**config.mk**
```make
export PLATFORM = sky130hd
export DESIGN_NAME = tour_cmd_sequencer
export DESIGN_NICKNAME = d
export VERILOG_FILES = /design/src/rtl/tour_pkg.sv /design/src/rtl/seq_timeout_cnt.sv /design/src/rtl/tour_cmd_sequencer.sv
export SDC_FILE = /design/constraint.sdc
export NUM_CORES = 1
export LEC_CHECK = 0
export BUFFER_PORTS_ARGS = -buffer_cell sky130_fd_sc_hd__buf_2
export CAP_MARGIN = 10
export CORE_ASPECT_RATIO = 0.9
export CORE_MARGIN = 4
export CORE_UTILIZATION = 31
export CTS_BUF_LIST = sky130_fd_sc_hd__clkbuf_4 sky130_fd_sc_hd__clkbuf_8
export DETAILED_ROUTE_END_ITERATION = 8
export PLACE_DENSITY = 0.44
export SYNTH_ARGS = -nofsm -noshare
export SYNTH_HDL_FRONTEND = slang
export SYNTH_SLANG_ARGS = --single-unit
export TNS_END_PERCENT = 10
```
**constraint.sdc**
```tcl
create_clock -name clk -period 2.65 [get_ports clk]
set_input_delay 0.3975 -clock clk [delete_from_list [all_inputs] [get_ports clk]]
set_output_delay 0.3975 -clock clk [all_outputs]
set_load 0.005 [all_outputs]
```
**src/rtl/tour_pkg.sv**
```systemverilog
// Shared definitions for the tour command sequencer: Knight command encodings,
// sequencer state and error code types, and a move-command builder.
package tour_pkg;

  // Command opcodes (top nibble of a 16-bit Knight command).
  localparam logic [3:0] CAL      = 4'h2;
  localparam logic [3:0] MOVE     = 4'h4;
  localparam logic [3:0] MOVE_FAN = 4'h5;

  // Headings (middle byte of a move command).
  localparam logic [7:0] NORTH = 8'h00;
  localparam logic [7:0] WEST  = 8'h3F;
  localparam logic [7:0] SOUTH = 8'h7F;
  localparam logic [7:0] EAST  = 8'hBF;

  typedef enum logic [2:0] {
    StIdle,
    StLoad,
    StSend,
    StWaitSent,
    StWaitResp,
    StDone,
    StErr
  } seq_state_t;

  typedef enum logic [1:0] {
    ErrNone    = 2'b00,
    ErrBadResp = 2'b01,
    ErrTimeout = 2'b10
  } err_code_t;

  // Build a move command: {opcode, heading, squares}.
  function automatic logic [15:0] mk_move(input logic       fanfare,
                                          input logic [7:0] heading,
                                          input logic [3:0] squares);
    return {(fanfare ? MOVE_FAN : MOVE), heading, squares};
  endfunction

endpackage

```
**src/rtl/seq_timeout_cnt.sv**
```systemverilog
// Saturating 24-bit wait-cycle counter. expire flags the enabled cycle whose
// increment brings the count to LIMIT, so the owner can react on that edge.
module seq_timeout_cnt #(
  parameter logic [23:0] LIMIT = 24'd10_000_000
) (
  input  logic clk,
  input  logic rst_n,
  input  logic clear,
  input  logic enable,
  output logic expire
);

  logic [23:0] cnt_q;

  // Count enabled cycles since the last clear, holding at all-ones.
  always_ff @(posedge clk or negedge rst_n) begin
    if (!rst_n) begin
      cnt_q <= '0;
    end else if (clear) begin
      cnt_q <= '0;
    end else if (enable && (cnt_q != '1)) begin
      cnt_q <= cnt_q + 24'd1;
    end
  end

  // Widened compare so the saturated value cannot wrap back below LIMIT.
  always_comb begin
    expire = enable && !clear && (({1'b0, cnt_q} + 25'd1) >= {1'b0, LIMIT});
  end

endmodule

```
**src/rtl/tour_cmd_sequencer.sv**
```systemverilog
// Replays a programmed list of Knight commands to RemoteComm, one at a time,
// waiting for cmd_sent/resp_rdy, checking the response byte and enforcing a
// per-command timeout.
module tour_cmd_sequencer
  import tour_pkg::*;
#(
  parameter int unsigned DEPTH   = 16,
  parameter logic [23:0] TIMEOUT = 24'd10_000_000,
  parameter logic [7:0]  ACK     = 8'hA5,
  localparam int unsigned IW     = $clog2(DEPTH)
) (
  input  logic          clk,
  input  logic          rst_n,
  input  logic          ld_we,
  input  logic [IW-1:0] ld_addr,
  input  logic [15:0]   ld_data,
  input  logic [IW:0]   num_cmds,
  input  logic          start,
  output logic [15:0]   cmd,
  output logic          send_cmd,
  input  logic          cmd_sent,
  input  logic          resp_rdy,
  input  logic [7:0]    resp,
  output logic          busy,
  output logic          done,
  output logic          err,
  output logic [1:0]    err_code,
  output logic [IW-1:0] cmd_idx
);

  localparam logic [IW:0] NumOne = 1;

  seq_state_t    state_q;
  logic [15:0]   prog_q [DEPTH];
  logic [15:0]   cmd_q;
  logic          send_q;
  logic          busy_q;
  logic          done_q;
  logic          err_q;
  err_code_t     err_code_q;
  logic [IW-1:0] idx_q;

  logic tmo_clear;
  logic tmo_en;
  logic tmo_expire;
  logic resp_take;
  logic last_cmd;

  // Timer qualifiers and response acceptance (resp_rdy with cmd_sent counts in WAIT_SENT).
  always_comb begin
    tmo_clear = (state_q == StSend);
    tmo_en    = (state_q == StWaitSent) || (state_q == StWaitResp);
    resp_take = resp_rdy &&
                ((state_q == StWaitResp) || ((state_q == StWaitSent) && cmd_sent));
    last_cmd  = ({1'b0, idx_q} == (num_cmds - NumOne));
  end

  seq_timeout_cnt #(
    .LIMIT (TIMEOUT)
  ) u_timeout (
    .clk    (clk),
    .rst_n  (rst_n),
    .clear  (tmo_clear),
    .enable (tmo_en),
    .expire (tmo_expire)
  );

  // Program buffer load port; locked while a sequence runs.
  always_ff @(posedge clk) begin
    if (ld_we && !busy_q) begin
      prog_q[ld_addr] <= ld_data;
    end
  end

  // Sequencer FSM with registered outputs.
  always_ff @(posedge clk or negedge rst_n) begin
    if (!rst_n) begin
      state_q    <= StIdle;
      cmd_q      <= '0;
      send_q     <= 1'b0;
      busy_q     <= 1'b0;
      done_q     <= 1'b0;
      err_q      <= 1'b0;
      err_code_q <= ErrNone;
      idx_q      <= '0;
    end else begin
      send_q <= 1'b0;
      unique case (state_q)
        // DONE and ERR hold their flags but accept start exactly like IDLE.
        StIdle, StDone, StErr: begin
          if (start) begin
            done_q     <= 1'b0;
            err_q      <= 1'b0;
            err_code_q <= ErrNone;
            idx_q      <= '0;
            if (num_cmds == '0) begin
              state_q <= StDone;
              done_q  <= 1'b1;
            end else begin
              state_q <= StLoad;
              busy_q  <= 1'b1;
            end
          end
        end
        StLoad: begin
          cmd_q   <= prog_q[idx_q];
          send_q  <= 1'b1;
          state_q <= StSend;
        end
        StSend: begin
          state_q <= StWaitSent;
        end
        StWaitSent, StWaitResp: begin
          // A response on the expiry cycle still counts.
          if (resp_take) begin
            if (resp != ACK) begin
              state_q    <= StErr;
              busy_q     <= 1'b0;
              err_q      <= 1'b1;
              err_code_q <= ErrBadResp;
            end else if (last_cmd) begin
              state_q <= StDone;
              busy_q  <= 1'b0;
              done_q  <= 1'b1;
            end else begin
              idx_q   <= idx_q + IW'(1);
              state_q <= StLoad;
            end
          end else if (tmo_expire) begin
            state_q    <= StErr;
            busy_q     <= 1'b0;
            err_q      <= 1'b1;
            err_code_q <= ErrTimeout;
          end else if ((state_q == StWaitSent) && cmd_sent) begin
            state_q <= StWaitResp;
          end
        end
        default: begin
          state_q <= StIdle;
          busy_q  <= 1'b0;
        end
      endcase
    end
  end

  always_comb begin
    cmd      = cmd_q;
    send_cmd = send_q;
    busy     = busy_q;
    done     = done_q;
    err      = err_q;
    err_code = err_code_q;
    cmd_idx  = idx_q;
  end

endmodule

```
==> metrics.yaml, run 1 <==
status: "completed"
cpMaxStageDelayCell: "or4_4"
die-width_microns: 226
path_class: "reg -> reg"
grt_pass1_wl_microns: 52400
reg2reg_depth: 9
drive_above_1_share_pct: 30.0
worstReg2RegEnd: "state_q[2]"
p_per_area_mw_per_mm2: 840
design_area_sq_mm: 0.0162
netSwitchingFraction_pct: 29.2
core_sq_mm: 0.0420
yosys.area.top_type: "edfxtp_1"
whs_ns: 0.147
rsz0062_at_grt: "yes"
max_slew_margin_pct: 46.3
clk_pin_slew_worst_paths_ns: 0.06
final_core_util_pct: 38.6
finalHoldViolCount: 0
cpPeakStageDelay_ns: 0.55
drc: 0
rrSetupSlack_ns: 0.03
cp-start-kind: "flip-flop"
synthArstFlopShare_pct: 17.2
cp_num_buf_inv: 1
cts_inserted_buffers: 54
grt_overflow: 0
area_growth_pct: 22.3
synth_top_area_share_pct: 58.0
fill_cells: 3968
drtIter0Drc: 493
cp_top_family: "simple AND/OR/NAND/NOR gates"
fp-row-count: 71
path_cells: "and4_1 > nand3_1 > xor2_1 > or3_1 > or4_4 > a31oi_4 > buf_4 > o31ai_1 > o221ai_2"
portBuffers: 64
finalMaxSlewViolations: 0
crit_cells: 9
setup_viol: 0
synthFlopType: "edfxtp_1"
place_congestion: 0.795
syn-num-nets: 948
avgViaCountPerCell: 4.89
ys_ff_latch: 309
antenna_found_initial: 0
netlist_top_cells_count: "edfxtp_1, nand2_1, nor2_1"
synth_cells: 904
wirelength_microns: 34200
clkPwrFrac_pct: 35.6
final_nets: 1118
max_freq_mhz: 382
antenna_cells: 0
regArea_sq_mm: 0.00902
cp_max_fo: 5
rr_startpoint: "u_timeout.cnt_q[0]"
period_share_pct: 98.7
internal_power_mw: 9.63
synth_most_common_cell: "edfxtp_1"
min_period_ns: 2.62
vias: 8139
cts_tree: "yes"
p_seq_share_pct: 42.4
multi_input_area_sq_mm: 0.00411
synth.area.top_cells: "edfxtp_1, dfrtp_1, mux4_2"
worst_pin_slew_ns: 0.806
dpl_cell_area_sq_mm: 0.0149
hpwl_microns: 21100
die_area_sq_mm: 0.0461
cp-endpoint: "state_q[2]"
worstSkewPairLatency_ns: 0.61
drv_cap: 0
h-tree-depth: 2
min_path_type: "in -> reg"
clock_sinks: 309
io_pins: 65
grt_pass1_vias: 8400
cp-startpoint: "u_timeout.cnt_q[0]"
fin_worst_skew_ns: 0.0396
synth_edf_count: 256
firstDrtPassIters: 5
wl_per_cell_microns: 20.5
crit_arrival_ns: 3.13
vdd_drop_max_mv: 0.452
synth-warning-count: 0
grt_usage_pct: 15.0
clock_path_buffers: 3
antenna_left: 0
synth_cell_types: 65
power_frac_comb_pct: 22.0
start_util_pct: 31.5
syn_avg_cell_area_sq_um: 14.7
cts-root-buf: "clkbuf_8"
netlist_area_sq_mm: 0.0132
dieHeight_microns: 204
synth.yosys.seq_area_share_pct: 68.1
p_sw_mw: 3.98
leakage_nw: 5.61
grt_max_degree: 36
cp_data_required_time_ns: 3.16
worstSetupEndpointType: "flip-flop"
-- cell families (layout without fill, tap and decap cells) --
| logic type | after synthesis | after routing | share of synthesized area (%) |
|---|---|---|---|
| muxes | 98 | 98 | 10.4 |
| adders and majority gates | 5 | 5 | 0.472 |
| AOI/OAI and AO/OA | 159 | 159 | 8.30 |
| buffers and inverters | 56 | 271 | 1.80 |
| DFF | 309 | 309 | 68.1 |
| xor gates and xnor gates | 19 | 19 | 1.26 |
| and+or+nand+nor | 258 | 258 | 9.66 |
-- metrics by stage --
step	power, mW	std cells	TNS [ns]	worst slack, ns
floorplan	7.69	904	0	0.0295
detailed placement	8.90	1562	-0.152	-0.0611
global placement	8.89	1562	-0.0293	-0.0168
finish	13.6	1666	0	0.0336
CTS	13.8	1666	0	0.00387
global route	14.4	1666	-0.598	-0.131
-- flip-flops by register name (all words and copies together), names as in the netlist --
| register | flops |
|---|---|
| send_cmd | 1 |
| busy | 1 |
| prog_q | 256 |
| err_code | 2 |
| cmd | 16 |
| cmd_idx | 4 |
| err | 1 |
| done | 1 |
| u_timeout.cnt_q | 24 |
| state_q | 3 |
-- tightest hold or removal path, delay by kind of cell --
kind / cells / cell delay [ns]
and+or+nand+nor: 1 / 0.06
AOI/OAI and AO/OA: 2 / 0.13
buffers and inverters: 1 / 0.13
-- power by group through the flow --
stage	Sequential [mW]	Combinational, mW	Clock (mW)
detailed placement	5.87	3.03	0
finish	5.77	2.99	4.85
CTS	5.77	3.04	5.03
floorplan	5.80	1.89	0
global route	5.80	3.29	5.28
global placement	5.87	3.02	0
-- worst min-delay path by stage --
stage	end	cells past startpoint	slack [ns]	start
finish	done	4	0.15	start
floorplan	busy	0	0.10	rst_n
detailed placement	cmd[7]	2	0.47	cmd[7]
CTS	done	4	0.09	start
global route	prog_q[8][9]	1	0.11	ld_data[9]
global placement	cmd[15]	2	0.46	cmd[15]
-- what timing repair did --
item,in CTS,in global routing
setup endpoints to repair,6,7
setup buffers,2,0
gates cloned,0,0
hold buffers,1,0
endpoints found under the hold margin,26,0
pin swaps,2,4
gates resized for setup,2,8
-- placed cells by master (no fill, tap or decap), types with 4 or more instances in the layout --
master,synthesis,layout
and2_1,7,7
nand2b_1,13,13
nor2_2,0,12
clkinv_2,0,15
o221ai_1,32,32
nand3_1,18,18
a31oi_1,6,6
a21oi_1,10,10
nand4_1,5,5
inv_1,11,11
clkbuf_4,0,10
o21ai_0,64,64
dfrtp_2,0,4
or2_2,4,4
clkbuf_8,0,62
ha_1,5,4
o41ai_1,8,8
nor3_2,1,5
nor2_1,76,64
xor2_1,10,10
xnor2_1,9,9
clkinv_1,0,5
dfrtp_1,53,48
edfxtp_1,256,256
mux4_2,32,32
mux2i_1,65,65
nand2_1,82,82
buf_2,2,64
bufinv_16,0,5
nor3_1,14,9
buf_12,0,7
o31ai_1,14,13
nor2b_1,8,8
buf_4,5,87
-- layer usage --
layer | GRT usage (%) | vias up | wire length, microns
met4 | 3.41 | 0 | 465
met2 | 22.8 | 158 | 15300
li1 | - | 3862 | -
met3 | 3.26 | 44 | 1520
met5 | 0 | - | 0
met1 | 22.0 | 4075 | 17000
-- cell type report --
cell class                      count  area share [%]
Tap cell                          547            4.22
Timing Repair Buffer              159            6.94
Sequential cell                   309            55.7
Clock inverter                     29            1.77
Multi-Input combinational cell    539            25.4
Clock buffer                       72            5.73
Inverter                           11           0.255
Power figures use the tool's default switching activity.
==> run 2: changes to the inputs <==
- SETUP_SLACK_MARGIN: default -> 0.2
- SLEW_MARGIN: default -> 20
- clock period: 2.65 -> 2.4 ns (I/O delays scaled with it)
==> metrics.yaml, run 2 (synthesis results as in run 1) <==
fill_cells: 3974  # +0.15%
worstSkewPairLatency_ns: 0.64  # +0.03 ns
cp_data_required_time_ns: 2.89  # -0.27 ns
antenna_found_initial: 0  # unchanged
grt_max_degree: 40  # +11%
io_pins: 65  # unchanged
wirelength_microns: 35300  # +3.0%
firstDrtPassIters: 4  # -1
fp-row-count: 71  # unchanged
avgViaCountPerCell: 4.87  # -0.41%
clock_path_buffers: 3  # unchanged
drv_cap: 0  # unchanged
setup_tns_ns: -1.15  # -1.15 ns
antenna_cells: 0  # unchanged
worst_pin_slew_ns: 0.793  # -0.0125 ns
area_growth_pct: 25.6
antenna_left: 0  # unchanged
core_sq_mm: 0.0420  # unchanged
dpl.cell_count: 1594  # +2.0%
path_class: "reg -> reg"
leakage_nw: 5.82  # +3.9%
start_util_pct: 31.5  # unchanged
dieHeight_microns: 204  # unchanged
p_per_area_mw_per_mm2: 917  # +9.2%
grt_pass1_vias: 8485  # +1.0%
violations: "setup timing"
cp-start-kind: "flip-flop"
status: "complete, but fails checks"
finalPower_mw: 15.3  # +12%
finalHoldViolCount: 0  # unchanged
die_area_sq_mm: 0.0461  # unchanged
crit_arrival_ns: 3.09  # -0.04 ns
clk_pin_slew_worst_paths_ns: 0.06  # about the same
path_cells: "and4_1 > nand3_1 > xor2_1 > or3_1 > or4_4 > a31oi_4 > o311a_4 > o221ai_2"
rsz0062_at_grt: "yes"
max_freq_mhz: 385  # +0.76%
cts-root-buf: "clkbuf_8"
cp_num_buf_inv: 0  # -1
fin_ws_ns: -0.197  # -0.230 ns
setup_viol: 7  # +7
max_slew_margin_pct: 47.1  # +0.83 points
drive_above_1_share_pct: 34.4  # +4.3 points
portBuffers: 64  # unchanged
cpPeakStageDelay_ns: 0.56  # about the same
rrSetupSlack_ns: -0.20  # -0.23 ns
cpMaxStageDelayCell: "or4_4"
hpwl_microns: 21900  # +3.7%
largest_register_ffs: 256  # unchanged
cp_max_fo: 6  # +1
most-common-layout-cells: "edfxtp_1, buf_4, nand2_1"
cp_top_family: "simple AND/OR/NAND/NOR gates"
cts_inserted_buffers: 54  # unchanged
grt_pass1_wl_microns: 52800  # +0.66%
die-width_microns: 226  # unchanged
fin_worst_skew_ns: 0.0252  # -0.0144 ns
place_congestion: 0.809  # +1.8%
finalMaxSlewViolations: 0  # unchanged
final_nets: 1151  # +3.0%
clock_sinks: 309  # unchanged
final_core_util_pct: 39.6  # +1.0 points
drtIter0Drc: 445  # -9.7%
period_share_pct: 108  # +9.5 points
final_common_cell: "edfxtp_1"
vias: 8266  # +1.6%
wl_per_cell_microns: 20.7  # +0.96%
grt_usage_pct: 15.2  # +0.28 points
min_period_ns: 2.60  # -0.0197 ns
regMostFlops: "prog_q"
min_path_type: "in -> reg"
worstSetupEndpointType: "flip-flop"
grt_overflow: 0  # unchanged
cts_tree: "yes"
drc: 0  # unchanged
h-tree-depth: 2  # unchanged
whs_ns: 0.103  # -0.0442 ns
vdd_drop_max_mv: 0.491  # +8.5%
final_cells: 1699  # +2.0%
## run 2: changes by cell type in the layout (fill, tap and decap cells not counted), moves of 4 or more
| cell | change |
|---|---|
| nor2_4 | +4 |
| clkinv_2 | -10 |
| nor2_2 | +4 |
| o21ai_0 | -18 |
| buf_4 | +25 |
| nor2_1 | -8 |
| bufinv_16 | -4 |
| o21ai_1 | +14 |
| clkbuf_4 | +11 |
| buf_6 | +5 |
## run 2: final cells by class
class / instances / area, sq um / share of cell area, %
flip-flops and latches: 309 / 9020 / 54.2
well taps: 547 / 684 / 4.11
inverters: 11 / 41.3 / 0.248
repair buffers: 192 / 1430 / 8.58
multi-input cells: 539 / 4290 / 25.8
clock inverters: 15 / 121 / 0.729
clock buffers: 86 / 1050 / 6.32
## run 2: metrics by stage
step | worst slack (ns) | area [sq um]
floorplan | -0.157 | 13300
global placement | -0.256 | 15200
detailed placement | -0.284 | 15200
CTS | -0.227 | 16600
global route | -0.319 | 16600
finish | -0.197 | 16600
## run 2: where the power goes
group	switching [mW]	total (mW)	leakage, nW	internal [mW]
registers	0.249	6.38	3.00	6.13
logic	2.06	3.74	2.21	1.68
clock network	2.23	5.14	0.620	2.91
## run 2: final timing paths
path / from / to / depth (start not counted)
worst max-delay path: u_timeout.cnt_q[7] / state_q[1] / 8
worst min register to register: cmd[13] / cmd[13] / 2
worst min-delay path: ld_data[4] / prog_q[9][4] / 1
max in group asynchronous: rst_n / state_q[1] / 3
min in group asynchronous: rst_n / send_cmd / 2
worst max register to register: u_timeout.cnt_q[7] / state_q[1] / 8
## run 2: what timing repair did
action                                 CTS  global route
gates resized for setup                 59            15
hold buffers                             1             0
buffers inserted                         2             1
setup endpoints to repair               31            34
endpoints found under the hold margin   23             0
pin swaps                               27            11
## run 2: routing by layer
| metal | wire (microns) | global-route usage [%] | part of all wire (%) | up-vias |
|---|---|---|---|---|
| met5 | 0 | 0 | 0 | - |
| met2 | 16000 | 23.5 | 45 | 126 |
| li1 | - | - | - | 3936 |
| met4 | 891 | 5.05 | 2.5 | 0 |
| met1 | 17200 | 22.0 | 49 | 4144 |
| met3 | 1180 | 2.56 | 3.3 | 60 |
